--- src/rtl/life_pkg.sv ---
// Shared types and default geometry for the life board scanners (display and key matrix).
package life_pkg;

    localparam int unsigned LIFE_X     = 8;
    localparam int unsigned LIFE_Y     = 8;
    localparam int unsigned LIFE_LOG2X = 3;
    localparam int unsigned LIFE_LOG2Y = 3;

    typedef enum logic [1:0] {
        StDrive,
        StSample,
        StCheck
    } scan_state_e;

endpackage

--- src/rtl/life_key_evt_slot.sv ---
// Single-entry valid/ready output register carrying one key event {x, y, press}.
module life_key_evt_slot #(
    parameter int unsigned LOG2X = 3,
    parameter int unsigned LOG2Y = 3
) (
    input  logic             clk,
    input  logic             rst,
    input  logic             load,
    input  logic [LOG2X-1:0] load_x,
    input  logic [LOG2Y-1:0] load_y,
    input  logic             load_press,
    input  logic             ready,
    output logic             free,
    output logic             valid,
    output logic [LOG2X-1:0] x,
    output logic [LOG2Y-1:0] y,
    output logic             press
);

    // The slot can take a new event if empty or if its current one leaves this cycle.
    assign free = !valid || ready;

    always_ff @(posedge clk) begin
        if (rst) begin
            valid <= 1'b0;
            x     <= '0;
            y     <= '0;
            press <= 1'b0;
        end else if (load) begin
            valid <= 1'b1;
            x     <= load_x;
            y     <= load_y;
            press <= load_press;
        end else if (ready) begin
            valid <= 1'b0;
        end
    end

endmodule

--- src/rtl/life_key_scan.sv ---
// Key matrix scanner: column drive, row sampling, two-scan debounce and (x,y) event output.
// Optional: define LIFE_KEY_RELEASE_EVT_EN to also report key releases as events.
module life_key_scan
    import life_pkg::*;
#(
    parameter int unsigned X      = LIFE_X,
    parameter int unsigned Y      = LIFE_Y,
    parameter int unsigned LOG2X  = LIFE_LOG2X,
    parameter int unsigned LOG2Y  = LIFE_LOG2Y,
    parameter int unsigned SETTLE = 16
) (
    input  logic               clk,
    input  logic               rst,
    output logic [X-1:0]       col_drv,
    input  logic [Y-1:0]       sense_row,
    output logic               key_valid,
    input  logic               key_ready,
    output logic [LOG2X-1:0]   key_x,
    output logic [LOG2Y-1:0]   key_y,
    output logic               key_press,
    output logic [X*Y-1:0]     key_map
);

    localparam int unsigned KW = $clog2(X * Y);

`ifdef LIFE_KEY_RELEASE_EVT_EN
    localparam bit ReleaseEvt = 1'b1;
`else
    localparam bit ReleaseEvt = 1'b0;
`endif

    scan_state_e      state_q, state_d;
    logic [7:0]       cnt_q, cnt_d;
    logic [LOG2X-1:0] col_q, col_d;
    logic [LOG2Y-1:0] row_q, row_d;
    logic [Y-1:0]     samp_q, samp_d;
    logic [X*Y-1:0]   hist_q, hist_d;
    logic [X*Y-1:0]   key_map_d;
    logic [X-1:0]     col_drv_d;

    logic [KW-1:0]    key_idx;
    logic             s, h, d;
    logic             change;
    logic             report;
    logic             advance;
    logic             evt_load;
    logic             slot_free;

    always_comb begin
        state_d   = state_q;
        cnt_d     = cnt_q;
        col_d     = col_q;
        row_d     = row_q;
        samp_d    = samp_q;
        hist_d    = hist_q;
        key_map_d = key_map;
        col_drv_d = col_drv;
        evt_load  = 1'b0;
        advance   = 1'b0;

        key_idx = KW'(col_q) * KW'(Y) + KW'(row_q);
        s       = samp_q[row_q];
        h       = hist_q[key_idx];
        d       = key_map[key_idx];
        // Debounced change: this scan agrees with the previous one and differs from the image.
        change  = (s == h) && (s != d);
        report  = ReleaseEvt || s;

        unique case (state_q)
            StDrive: begin
                // A zero drive marks the break-before-make cycle of a new column.
                if (col_drv == '0) begin
                    col_drv_d = X'(1) << col_q;
                end else if (cnt_q == 8'(SETTLE - 1)) begin
                    cnt_d   = '0;
                    state_d = StSample;
                end else begin
                    cnt_d = cnt_q + 8'd1;
                end
            end
            StSample: begin
                samp_d  = sense_row;
                row_d   = '0;
                state_d = StCheck;
            end
            StCheck: begin
                if (change && report) begin
                    if (slot_free) begin
                        evt_load           = 1'b1;
                        key_map_d[key_idx] = s;
                        hist_d[key_idx]    = s;
                        advance            = 1'b1;
                    end
                end else begin
                    hist_d[key_idx] = s;
                    if (change) begin
                        key_map_d[key_idx] = s;
                    end
                    advance = 1'b1;
                end

                if (advance) begin
                    if (row_q == LOG2Y'(Y - 1)) begin
                        row_d     = '0;
                        col_d     = (col_q == LOG2X'(X - 1)) ? '0 : col_q + LOG2X'(1);
                        col_drv_d = '0;
                        cnt_d     = '0;
                        state_d   = StDrive;
                    end else begin
                        row_d = row_q + LOG2Y'(1);
                    end
                end
            end
            default: begin
                state_d = StDrive;
            end
        endcase
    end

    always_ff @(posedge clk) begin
        if (rst) begin
            state_q <= StDrive;
            cnt_q   <= '0;
            col_q   <= '0;
            row_q   <= '0;
            samp_q  <= '0;
            hist_q  <= '0;
            key_map <= '0;
            col_drv <= '0;
        end else begin
            state_q <= state_d;
            cnt_q   <= cnt_d;
            col_q   <= col_d;
            row_q   <= row_d;
            samp_q  <= samp_d;
            hist_q  <= hist_d;
            key_map <= key_map_d;
            col_drv <= col_drv_d;
        end
    end

    life_key_evt_slot #(
        .LOG2X (LOG2X),
        .LOG2Y (LOG2Y)
    ) u_evt_slot (
        .clk        (clk),
        .rst        (rst),
        .load       (evt_load),
        .load_x     (col_q),
        .load_y     (row_q),
        .load_press (s),
        .ready      (key_ready),
        .free       (slot_free),
        .valid      (key_valid),
        .x          (key_x),
        .y          (key_y),
        .press      (key_press)
    );

endmodule

--- config.mk ---
export PLATFORM = sky130hd
export DESIGN_NAME = life_key_scan
export DESIGN_NICKNAME = d
export VERILOG_FILES = /design/src/rtl/life_pkg.sv /design/src/rtl/life_key_evt_slot.sv /design/src/rtl/life_key_scan.sv
export SDC_FILE = /design/constraint.sdc
export NUM_CORES = 1
export LEC_CHECK = 0
export BUFFER_PORTS_ARGS = -buffer_cell sky130_fd_sc_hd__buf_2
export CAP_MARGIN = 20
export CELL_PAD_IN_SITES_DETAIL_PLACEMENT = 1
export CELL_PAD_IN_SITES_GLOBAL_PLACEMENT = 2
export CORE_UTILIZATION = 39
export DETAILED_ROUTE_END_ITERATION = 8
export HOLD_SLACK_MARGIN = 0.1
export PLACE_DENSITY = 0.93
export SKIP_CTS_REPAIR_TIMING = 1
export SYNTH_ARGS = -nofsm -noshare
export SYNTH_HDL_FRONTEND = slang
export SYNTH_SLANG_ARGS = --single-unit
--- constraint.sdc ---
create_clock -name clk -period 8 [get_ports clk]
set_input_delay 0.4 -clock clk [delete_from_list [all_inputs] [get_ports clk]]
set_output_delay 0.4 -clock clk [all_outputs]
set_load 0.005 [all_outputs]
==> flow_summary.json <==
{
  "via_per_inst": 6.07,
  "io-pin-count": 91,
  "ys_seq_area_share_pct": 39.6,
  "synthCells": 944,
  "synth.most_common_cell": "dfxtp_1",
  "async_flop_share_pct": 0,
  "finalClockSkew_ns": 0.0166,
  "critPathKind": "register to register",
  "io_buffers": 90,
  "arrival_ns": 4.66,
  "maxSlewHeadroom_pct": 23.0,
  "ys_warn_count": 0,
  "grtUsageTotal_pct": 23.6,
  "worstSetupStartpointType": "register",
  "cp_data_required_time_ns": 8.31,
  "antenna_cells": 0,
  "yosysTopAreaCell": "dfxtp_1",
  "hold_class": "input pin to register",
  "drtIter0Drc": 462,
  "dp_hpwl_um": 16100,
  "area_delta_synth_final_pct": 13.3,
  "post-route-min-period_ns": 4.35,
  "end_kind": "register",
  "drive_above_1_share_pct": 16.7,
  "cpPeakStageDelay_ns": 0.95,
  "fin_setup_tns_ns": 0,
  "dieArea_sq_um": 22400,
  "yosysUniqueCellTypes": 60,
  "met1_length_um": 12100,
  "hold_violations": 0,
  "postLayoutCellArea_sq_um": 9620,
  "grt_max_degree": 105,
  "ant_nets": 0,
  "synth_edf_count": 0,
  "finalCritPeriodShare_pct": 54.4,
  "routed.top_layer": "met4",
  "die_h_um": 150,
  "placed_area_sq_um": 9010,
  "grt_pass1_vias": 7540,
  "tritoncts": "done",
  "clockBufferDepth": 2,
  "fillers": 2460,
  "met2_length_um": 12400,
  "finish.utilization_pct": 45.5,
  "maxCapViolations": 0,
  "critPathMaxFanout": 104,
  "firstDrtPassIters": 5,
  "synth_common_cells": "dfxtp_1 (168), mux2i_1 (143), nand2_1 (123)",
  "route.met3.wl_um": 974,
  "h-tree-depth": 4,
  "synth_seq_cells": 168,
  "design.core.area_sq_um": 21200,
  "route.final.wire_length_um": 26000,
  "rsz0062_at_grt": "false",
  "powerDensity_nw_per_um2": 179,
  "dominantRegCellSynth": "dfxtp_1",
  "grt_pass1_wl_um": 41600,
  "numCtsBuffers": 17,
  "max_slew.worst_pin.slew_ns": 1.15,
  "routedWlPerCell_um": 20.6,
  "remaining_drc_errors": 0,
  "path_cells": "mux2_1 > a222oi_1 > o21ai_1 > a22o_1 > nor4b_4 > mux2i_4 > buf_4 > o311ai_0 > o41ai_1",
  "status": "complete, no violations",
  "antenna_found_initial": 0,
  "clk_latency_ns": 0.44,
  "clkSinkCount": 168,
  "clkTransAtPathRegs_ns": 0.08,
  "syn_area_per_cell_sq_um": 9.00,
  "overflow": 0,
  "vias": 7633,
  "nets": 990,
  "routabilityCongestion": 0.760,
  "rows": 53,
  "syn_nets": 964,
  "root_buffer": "clkbuf_16",
  "peakVddDrop_mv": 0.0995,
  "final_max_slew_viol_count": 0,
  "crit_slowest_cell": "dfxtp_4",
  "crit_family": "compound AO/OA/AOI/OAI gates",
  "p_leak_uw": 0.00377,
  "cp_num_buf_inv": 1,
  "netlist.area_leader.share_pct": 39.6,
  "syn-cell-area_sq_um": 8490,
  "die_w_um": 150,
  "max_freq_ghz": 0.230,
  "synthTopCellsByArea": "dfxtp_1 (40%), mux2i_1 (17%), nand2_1 (5.4%)",
  "setup_viol": 0,
  "start_util_pct": 40.1
}
-- report_power, final --
group | internal, uW | total (uW) | switching [uW]
sequential | 837 | 839 | 2.01
combinational | 8.38 | 32.9 | 24.5
clock | 462 | 848 | 386
total | 1310 | 1720 | 412
-- path summary, 6_finish.rpt --
path                                      start                            end  slack, ns  cells after the start
setup / recovery          row_q[0]$_SDFFE_PP0P_       key_map[12]$_SDFFE_PP0P_       3.65                      9
hold / removal                     sense_row[3]         samp_q[3]$_SDFFE_PP0P_       0.20                      3
setup reg to reg          row_q[0]$_SDFFE_PP0P_       key_map[12]$_SDFFE_PP0P_       3.65                      9
hold reg to reg   u_evt_slot.press$_SDFFE_PP0P_  u_evt_slot.press$_SDFFE_PP0P_       0.45                      2
-- through the flow --
step / worst slack [ns] / total power [uW] / std cells / hold slack, ns
floorplan: 5.01 / 880 / 944 / 0.433
global placement: 3.88 / 890 / 1226 / 0.430
detailed placement: 3.73 / 891 / 1226 / 0.447
CTS: 3.70 / 1730 / 1258 / 0.191
global route: 3.38 / 1770 / 1258 / 0.204
finish: 3.65 / 1720 / 1258 / 0.198
-- sequential cells by signal, summed over array words and instances, names as in the netlist, 3 cells and up --
signal,cells
col_drv,8
cnt_q,8
col_q,3
samp_q,8
u_evt_slot.y,3
key_map,64
row_q,3
hist_q,64
u_evt_slot.x,3
-- cells in the final DEF, fill, tap and decap left out, types with 4 or more instances in the layout --
| master | instances |
|---|---|
| mux2_1 | 4 |
| mux2i_1 | 142 |
| nand2_1 | 123 |
| nor4_1 | 5 |
| and3_1 | 6 |
| o21ai_0 | 7 |
| dfxtp_1 | 166 |
| mux2_2 | 6 |
| nand2b_1 | 11 |
| nand3b_1 | 4 |
| o311ai_0 | 30 |
| buf_2 | 90 |
| a21oi_1 | 25 |
| nor2b_1 | 8 |
| clkbuf_16 | 18 |
| nor2_1 | 25 |
| nor3_1 | 33 |
| a22oi_1 | 20 |
| nand3_1 | 92 |
| ha_1 | 9 |
| o311ai_1 | 10 |
| and2_1 | 6 |
| or2_2 | 5 |
| buf_4 | 15 |
| inv_8 | 4 |
| o41ai_1 | 39 |
-- layer usage --
layer	vias to the layer above	GRT usage, %
li1	3569	-
met3	37	3.60
met2	175	38.6
met5	-	0
met4	0	7.65
met1	3852	31.8
-- layout make-up --
type	count	area, sq um	share of cell area [%]
multi-input cells	670	4710	48.9
flip-flops and latches	168	3370	35.0
repair buffers	105	563	5.85
clock buffers	18	450	4.68
well taps	275	344	3.58
clock inverters	14	155	1.61
inverters	8	31.3	0.325
-- worst reg2reg max path: cells and delay by family, from the launching register on --
kind / cells / cell delay, ns
buffers and inverters: 1 / 0.82
AO/OA/AOI/OAI: 5 / 1.14
AND/OR/NAND/NOR: 1 / 0.51
flip-flops: 1 / 0.95
multiplexers: 2 / 0.80
-- cells by family after synthesis --
family / Yosys count / synth area share [%]
buf+inv: 106 / 5.16
compound gates: 173 / 16.2
mux: 156 / 19.0
simple gates: 332 / 18.7
flops: 168 / 39.6
fa+ha+maj: 9 / 1.33
No activity file was read; power rests on OpenSTA's default activity.
